**config.mk**
```make
export PLATFORM = sky130hd
export DESIGN_NAME = ram_port_arbiter
export DESIGN_NICKNAME = d
export VERILOG_FILES = /design/src/rtl/ram_arb_pkg.sv /design/src/rtl/ram_clear_seq.sv /design/src/rtl/ram_port_arbiter.sv
export SDC_FILE = /design/constraint.sdc
export NUM_CORES = 1
export LEC_CHECK = 0
export CAP_MARGIN = 20
export CORE_MARGIN = 1.5
export CORE_UTILIZATION = 35
export CTS_BUF_LIST = sky130_fd_sc_hd__clkbuf_4 sky130_fd_sc_hd__clkbuf_8
export CTS_CLUSTER_DIAMETER = 60
export DETAILED_ROUTE_END_ITERATION = 8
export PLACE_DENSITY_LB_ADDON = 0.2
export REMOVE_ABC_BUFFERS = 1
export SETUP_SLACK_MARGIN = 0.15
export SLEW_MARGIN = 20
export SYNTH_ARGS = -nofsm -noshare
export SYNTH_HDL_FRONTEND = slang
export SYNTH_HIERARCHICAL = 1
export SYNTH_SLANG_ARGS = --single-unit
export TNS_END_PERCENT = 10
```
**constraint.sdc**
```tcl
create_clock -name clock -period 3 [get_ports clock]
set_input_delay 0.6 -clock clock [delete_from_list [all_inputs] [get_ports clock]]
set_output_delay 0.6 -clock clock [all_outputs]
set_load 0.005 [all_outputs]
```
**src/rtl/ram_arb_pkg.sv**
```systemverilog
// Shared types for the tile/sprite RAM port arbiter: grant kinds, FSM states
// and the read-pipeline slot tags.
package ram_arb_pkg;

  typedef enum logic [1:0] {GNT_NONE, GNT_VID, GNT_CPU, GNT_CLR} grant_t;

  typedef enum logic {ST_CLEAR, ST_IDLE} state_t;

  localparam int RD_TAG_W = 2;
  typedef logic [RD_TAG_W-1:0] rd_tag_t;

  localparam rd_tag_t TAG_NONE = 2'd0;
  localparam rd_tag_t TAG_VID  = 2'd1;
  localparam rd_tag_t TAG_CPU  = 2'd2;

endpackage

```
**src/rtl/ram_clear_seq.sv**
```systemverilog
// Fill-address counter for the post-reset RAM clear; done marks the cycle
// in which the final location is being written.
module ram_clear_seq #(
  parameter int ADDR_WIDTH = 11
) (
  input  logic                  clock,
  input  logic                  reset,
  input  logic                  run,
  output logic [ADDR_WIDTH-1:0] fill_addr,
  output logic                  done
);

  always_ff @(posedge clock or posedge reset) begin
    if (reset) fill_addr <= '0;
    else if (run) fill_addr <= fill_addr + ADDR_WIDTH'(1);
  end

  assign done = run && (fill_addr == '1);

endmodule

```
**src/rtl/ram_port_arbiter.sv**
```systemverilog
// Shares one single-port synchronous RAM between the video scanner (read-only,
// priority) and the CPU, after an optional post-reset fill with CLEAR_VALUE.
//
// state    | meaning
// ST_CLEAR | fill sequencer writes CLEAR_VALUE to every word; requests ignored
// ST_IDLE  | at most one video or CPU grant per cycle
module ram_port_arbiter
  import ram_arb_pkg::*;
#(
  parameter int                    ADDR_WIDTH     = 11,
  parameter int                    DATA_WIDTH     = 8,
  parameter bit                    CLEAR_ON_RESET = 1'b1,
  parameter logic [DATA_WIDTH-1:0] CLEAR_VALUE    = '0,
  parameter int                    MAX_VID_STREAK = 4
) (
  input  logic                  clock,
  input  logic                  reset,
  input  logic                  vid_req,
  input  logic [ADDR_WIDTH-1:0] vid_addr,
  output logic                  vid_valid,
  output logic [DATA_WIDTH-1:0] vid_q,
  input  logic                  cpu_req,
  input  logic [ADDR_WIDTH-1:0] cpu_addr,
  input  logic                  cpu_we,
  input  logic [DATA_WIDTH-1:0] cpu_wdata,
  output logic                  cpu_ack,
  output logic [DATA_WIDTH-1:0] cpu_rdata,
  output logic                  busy,
  output logic [ADDR_WIDTH-1:0] ram_address,
  output logic [DATA_WIDTH-1:0] ram_data,
  output logic                  ram_wren,
  input  logic [DATA_WIDTH-1:0] ram_q
);

  localparam int                  STREAK_W   = 4;
  localparam logic [STREAK_W-1:0] STREAK_MAX = STREAK_W'(MAX_VID_STREAK);
  localparam state_t              ST_RESET   = CLEAR_ON_RESET ? ST_CLEAR : ST_IDLE;

  state_t                state, state_nxt;
  grant_t                gnt;
  logic [ADDR_WIDTH-1:0] fill_addr;
  logic                  fill_run, fill_last;
  logic [STREAK_W-1:0]   streak;
  logic                  cpu_wait_rd, cpu_done, cpu_ok;
  rd_tag_t               tag_s1;
  logic                  cpu_rd_s2;

  assign fill_run = (state == ST_CLEAR);
  assign busy     = (state == ST_CLEAR);

  ram_clear_seq #(.ADDR_WIDTH(ADDR_WIDTH)) u_clear_seq (
    .clock     (clock),
    .reset     (reset),
    .run       (fill_run),
    .fill_addr (fill_addr),
    .done      (fill_last)
  );

  // After an ack the CPU must drop cpu_req for a cycle before it can be
  // granted again, so a request held past its ack is never issued twice.
  assign cpu_ok = cpu_req && !cpu_wait_rd && !cpu_done;

  always_ff @(posedge clock or posedge reset) begin
    if (reset) state <= ST_RESET;
    else       state <= state_nxt;
  end

  always_comb begin
    state_nxt = state;
    gnt       = GNT_NONE;
    if (state == ST_CLEAR) begin
      gnt = GNT_CLR;
      if (fill_last) state_nxt = ST_IDLE;
    end else if (cpu_ok && (!vid_req || streak == STREAK_MAX)) begin
      gnt = GNT_CPU;
    end else if (vid_req) begin
      gnt = GNT_VID;
    end
  end

  always_ff @(posedge clock or posedge reset) begin
    if (reset) begin
      ram_address <= '0;
      ram_data    <= '0;
      ram_wren    <= 1'b0;
      tag_s1      <= TAG_NONE;
      vid_valid   <= 1'b0;
      cpu_rd_s2   <= 1'b0;
      cpu_ack     <= 1'b0;
      cpu_rdata   <= '0;
      cpu_wait_rd <= 1'b0;
      cpu_done    <= 1'b0;
      streak      <= '0;
    end else begin
      ram_wren <= 1'b0;
      case (gnt)
        GNT_CLR: begin
          ram_address <= fill_addr;
          ram_data    <= CLEAR_VALUE;
          ram_wren    <= 1'b1;
        end
        GNT_VID: ram_address <= vid_addr;
        GNT_CPU: begin
          ram_address <= cpu_addr;
          ram_data    <= cpu_wdata;
          ram_wren    <= cpu_we;
        end
        default: ;
      endcase

      // Read slots are tagged at issue so returning data goes to its owner.
      if (gnt == GNT_VID)                tag_s1 <= TAG_VID;
      else if (gnt == GNT_CPU && !cpu_we) tag_s1 <= TAG_CPU;
      else                               tag_s1 <= TAG_NONE;

      vid_valid <= (tag_s1 == TAG_VID);
      cpu_rd_s2 <= (tag_s1 == TAG_CPU);
      cpu_ack   <= (gnt == GNT_CPU && cpu_we) || cpu_rd_s2;
      if (cpu_rd_s2) cpu_rdata <= ram_q;

      if (gnt == GNT_CPU && !cpu_we) cpu_wait_rd <= 1'b1;
      else if (cpu_rd_s2)            cpu_wait_rd <= 1'b0;

      if ((gnt == GNT_CPU && cpu_we) || cpu_rd_s2) cpu_done <= 1'b1;
      else if (!cpu_req)                          cpu_done <= 1'b0;

      if (!cpu_req || gnt == GNT_CPU)                  streak <= '0;
      else if (gnt == GNT_VID && streak != STREAK_MAX) streak <= streak + STREAK_W'(1);
    end
  end

  // Video data is taken straight from the RAM output during the valid cycle.
  assign vid_q = vid_valid ? ram_q : '0;

endmodule

```
**Word level (Yosys, flattened, before mapping)**

Cells that the tools add are included.

- Bits in registers: 51
- Bits in latches: 0
- Bits in writable memories: 0
- ROM bits: 0
- Input bits: 43
- Logic and storage cells: 61
- Memories kept: 0

- Add/sub/neg operators: 2
- $mul: 0
- Div/mod/pow operators: 0
- Magnitude comparators: 0
- Equality and inequality tests: 9
- Shift operators: 0
- Muxes and demuxes: 17
- Bitwise gates (word level): 1
- Reduce and logical (&&, ||, !) cells: 19

Operators by type and width:

| operator | count |
|---|---|
| $pmux 11 s3 | 1 |
| $pmux 8 s2 | 1 |
| $add 11x1->11 const B | 1 |
| $eq 11x11->1 const B | 1 |
| $mux 2 | 4 |
| $mux 4 | 2 |
| $mux 8 | 1 |
| $logic_and 1x1->1 | 7 |
| $mux 1 | 7 |
| $eq 2x2->1 const B | 3 |
| $reduce_bool 2->1 | 3 |
| $logic_not 1->1 | 5 |
| $add 4x1->4 const B | 1 |
| $eq 2x1->1 const B | 2 |
| $eq 4x3->1 const B | 1 |
| $ne 4x3->1 const B | 1 |
| $logic_or 1x1->1 | 3 |
| $reduce_bool 3->1 | 1 |
| $ne 2x1->1 const B | 1 |
| $pmux 1 s2 | 1 |
| $not 1->1 | 1 |

**Logic depth before layout (Yosys ltp)**

- Depth after elaboration: 10
- Mapped depth: 11
- Mapped depth without buffers: 9

**Modules after synthesis**

Netlist, hierarchy kept.

By module, submodules not included:

| module | instances | cells each | area each (um2) | sequential area each (um2) |
|---|---|---|---|---|
| ram_port_arbiter | 1 | 180 | 1940.6 | 1001.0 |
| ram_clear_seq | 1 | 42 | 499.2 | 275.3 |

**Worst setup path after synthesis**

No wires, ideal clock.

- Path type: input -> register
- From: in cpu_req
- To: reg ram_address[0]
- Data arrival time: 2.190 ns
- Setup slack: 0.686 ns
- Stages on the path: 9
- Cell sequence: or3b_1 -> a22oi_2 -> buf_6 -> inv_1 -> ha_1 -> clkbuf_1 -> a22oi_1 -> o21ai_0 -> mux2_2

- Word-level cells in the longest chain between the ends: 7

RTL lines:

| element | line | text |
|---|---|---|
| start, declared | ram_port_arbiter.sv:22 | `input logic cpu_req,` |
| $logic_and 1x1->1 * (2 in a row) | ram_port_arbiter.sv:61 | `assign cpu_ok = cpu_req && !cpu_wait_rd && !cpu_done;` |
| $logic_and 1x1->1 * | ram_port_arbiter.sv:74 | `end else if (cpu_ok && (!vid_req \|\| streak == STREAK_MAX)) begin` |
| $mux 2 * | ram_port_arbiter.sv:74 |  |
| $mux 2 * | ram_port_arbiter.sv:71 | `if (state == ST_CLEAR) begin` |
| $eq 2x2->1 / $eq 2x1->1 (equally long branches) | ram_port_arbiter.sv:96 | `case (gnt)` |
| $pmux 11 s3 / $reduce_bool 3->1 (equally long branches) | -- |  |
| end signal, assigned | ram_port_arbiter.sv:98 | `ram_address <= fill_addr;` |
| end signal, assigned | ram_port_arbiter.sv:102 | `GNT_VID: ram_address <= vid_addr;` |
| end signal, assigned | ram_port_arbiter.sv:104 | `ram_address <= cpu_addr;` |
| end, declared | ram_port_arbiter.sv:29 | `output logic [ADDR_WIDTH-1:0] ram_address,` |

Mark *: on every way between the ends. The rest lies on a longest branch, timed or not.
A chain may end at the register's enable or synchronous reset.

**Worst setup path after layout**

- From: in cpu_req
- To: reg ram_address[2]

The elaborated chain is that of the path after synthesis.

==> out/qor.yml <==
final_layout:
  drive_gt1_share_pct: 14.79
  n_fill_cell: 640
  syn_to_final_growth_pct: 41.74
  num_antenna_cells: 0
  final_nets: 358
setup_path:
  cp_common_cell: "o21ai_0"
  cp_top_family: "compound AO/OA/AOI/OAI gates"
  slowest_stage: "clkdlybuf4s50_1"
  path_max_fanout: 12
  cp-start-kind: "primary input"
  slowest_delay_ns: 0.51
  crit_path_cell_trace: "clkdlybuf4s50_1 > or3b_1 > o21ai_0 > nand2_1 > ha_1 > a22oi_1 > o21ai_0 > mux2_2"
  crit_cells: 8
  path_buf_inv: 1
  crit_type: "in2reg"
  arrival_ns: 2.76
  endpoint_kind: "flop"
  reg2reg_depth: 10
  required_ns: 3.20
clock_tree:
  clock_latency_ns: 0.31
  clock-sinks: 51
  numCtsBuffers: 5
  cts.reportedPaths.clkPinSlew_ns: 0.10
  cts-root-buf: "clkbuf_8"
  clockBufferDepth: 2
  cts_hold_buf: 0
  cts.repair.resized: 0
  postCtsSetupBuffers: 0
  htree_levels: 2
  cts_tree: "built"
global_route:
  top_usage_layer: "met2"
  grt_pass1_vias: 1784
  grt_overflow: 0
  grt_use_total_pct: 14.96
  antenna_found_initial: 0
  grt_pass1_wl_microns: 8631
  use_met1_pct: 19.00
  use_met3_pct: 4.286
  use_met2_pct: 24.43
  grt_max_degree: 41
min_path:
  min_path_cells: 1
  hp-class: "reg2reg"
synthesis:
  synth_xor_xnor_area_share_pct: 3.590
  synth_top_family_by_area: "simple AND/OR/NAND/NOR gates"
  avgSynthCellArea_sq_um: 10.99
  synthTopCellsByArea: "dfrtp_1, mux2_2, nand2_1, a22oi_1, mux2i_1"
  synth_edf_count: 0
  ys_async_sr_fraction_pct: 100.0
  syn_inst: 222
  yosysSeqAreaShare_pct: 52.31
  synth-simple-area-share_pct: 14.77
  synth-compound-area-share_pct: 9.641
  syn_area_sq_mm: 0.002440
  synth_flop_cell: "dfrtp_1"
  ys_ff_latch: 51
  yosysTopAreaCellShare_pct: 52.31
  yosysTopAreaCell: "dfrtp_1"
  muxShareOfSynthArea_pct: 12.51
  ys_types: 36
  synth_warnings: 6
  synthAdderAreaFrac_pct: 2.564
timing:
  finalClockSkew_ns: 0.005954
  finalHoldWorstSlack_ns: 0.4152
  tightest_slew_ns: 0.5202
  setup_viol: 0
  fin_tns_setup_ns: 0
  period_share_pct: 85.21
  hold_viol: 0
  fin_crit_ns: 2.556
  max_slew_margin_pct: 65.32
  drv_slew: 0
  rsz0062_at_grt: "no"
  timing.fmax_ghz: 0.3912
power_and_ir_drop:
  peakVddDrop_uv: 131.0
  p_leak_nw: 1.551
  power_density_mw_per_mm2: 338.1
floorplanning:
  ioPinCount: 82
  row_count: 30
  die_x_microns: 86.49
  initial_core_util_pct: 36.11
  core-area_sq_mm: 0.006756
  die_h_microns: 86.49
  dieArea_sq_mm: 0.007481
detailed_routing:
  firstDrtPassIters: 4
  via_count: 1880
  route.detailed.drc: 0
  avgRoutedWirePerCell_microns: 12.92
  postRouteAntennaNets: 0
  routed_wirelength_microns: 5053
  vias_per_cell: 4.808
  drt_iter0_drc: 58
place:
  port_buffers: 81
  hpwl_microns: 3708
  place.gp.congestion: 0.7738
status:
  run_status: "finished clean"
job:
  drv_cap: 0
## through the flow
| step | power (mW) | utilization [%] | cell area (sq um) | cells | worst slack, ns |
|---|---|---|---|---|---|
| final | 1.169 | 51.19 | 3458 | 391 | 0.4436 |
| after global routing | 1.224 | 51.19 | 3458 | 391 | 0.2715 |
| after CTS | 1.192 | 51.19 | 3458 | 391 | 0.4675 |
| after detailed placement | 0.7783 | 49.81 | 3366 | 383 | 0.1397 |
| after global placement | 0.7783 | 49.81 | 3366 | 383 | 0.1648 |
| after floorplan | 0.7132 | - | 2395 | 214 | 0.4474 |
## sequential cells by signal (all words and copies together), names as in the netlist
register / count
vid_valid: 1
cpu_rd_s2: 1
tag_s1: 2
cpu_wait_rd: 1
cpu_done: 1
ram_wren: 1
u_clear_seq/fill_addr: 11
cpu_rdata: 8
state: 1
cpu_ack: 1
ram_data: 8
streak: 4
ram_address: 11
## final cells by class
type	instances	area (sq um)	area share [%]
clock inverters	3	23.77	0.6874
flip-flops and latches	51	1276	36.90
multi-input cells	145	1051	30.39
inverters	18	67.56	1.954
repair buffers	89	870.8	25.18
well taps	80	100.1	2.894
clock buffers	5	68.82	1.990
## cell usage after synthesis (all sizes together) (6+ instances only)
cell type,n
mux2,20
inv,18
a22oi,12
and2,11
nand3,6
dfrtp,51
clkbuf,6
mux2i,8
nand2,27
xor2,6
o21ai,16
## power by group
group / switching (mW) / internal, mW / total [mW]
combinational: 0.0255 / 0.0509 / 0.0764
sequential: 0 / 0.687 / 0.687
clock: 0.239 / 0.167 / 0.406
## worst paths after layout
kind	start	slack [ns]	endpoint
worst max-delay path	cpu_req	0.44	ram_address[2]$_DFFE_PP0P_
worst min-delay path	tag_s1[0]$_DFF_PP0_	0.42	cpu_rd_s2$_DFF_PP0_
worst max register to register	streak[0]$_DFFE_PP0P_	0.68	ram_address[2]$_DFFE_PP0P_
worst min register to register	tag_s1[0]$_DFF_PP0_	0.42	cpu_rd_s2$_DFF_PP0_
max in group asynchronous	reset	1.91	ram_address[5]$_DFFE_PP0P_
min in group asynchronous	reset	0.60	u_clear_seq/fill_addr[3]$_DFFE_PP0P_
## layout by cell type (no fill, tap or decap), types with 2 or more instances in the layout
| cell | synthesis | routed |
|---|---|---|
| nor3_2 | 2 | 2 |
| a21oi_1 | 5 | 5 |
| nand3_1 | 5 | 5 |
| buf_4 | 0 | 8 |
| ha_1 | 5 | 5 |
| xnor2_1 | 4 | 4 |
| nor3_1 | 3 | 3 |
| nor2_1 | 2 | 2 |
| o21ai_0 | 16 | 16 |
| a22oi_1 | 11 | 11 |
| clkdlybuf4s50_1 | 0 | 81 |
| inv_1 | 18 | 17 |
| nor2b_1 | 3 | 3 |
| clkbuf_8 | 0 | 5 |
| mux2_2 | 20 | 20 |
| nand2_1 | 27 | 27 |
| a21o_1 | 2 | 2 |
| clkinvlp_4 | 0 | 2 |
| xor2_1 | 6 | 6 |
| and2_2 | 2 | 2 |
| mux2i_1 | 8 | 8 |
| dfrtp_1 | 51 | 51 |
| and2_1 | 9 | 9 |
## cells by family after synthesis
kind of cell             after synthesis
AND/OR/NAND/NOR                       65
flip-flops                            51
AO/OA/AOI/OAI                         37
multiplexers                          28
buffers and inverters                 26
XOR/XNOR                              10
adder cells (fa/ha/maj)                5
## worst register-to-register path: stages, from the launching register on
cell      delay, ns
dfrtp_1        0.40
inv_1          0.07
ha_1           0.23
nand3b_1       0.20
o21ai_0        0.15
and2_2         0.21
ha_1           0.21
buf_4          0.20
a22oi_1        0.21
o21ai_0        0.09
mux2_2         0.26
## routing by layer
metal | up-vias | routed length [microns]
met2 | 62 | 2407
met4 | 0 | 78
met3 | 7 | 361
li1 | 931 | -
met5 | - | 0
met1 | 880 | 2204
(Power assumes the default switching activity.)
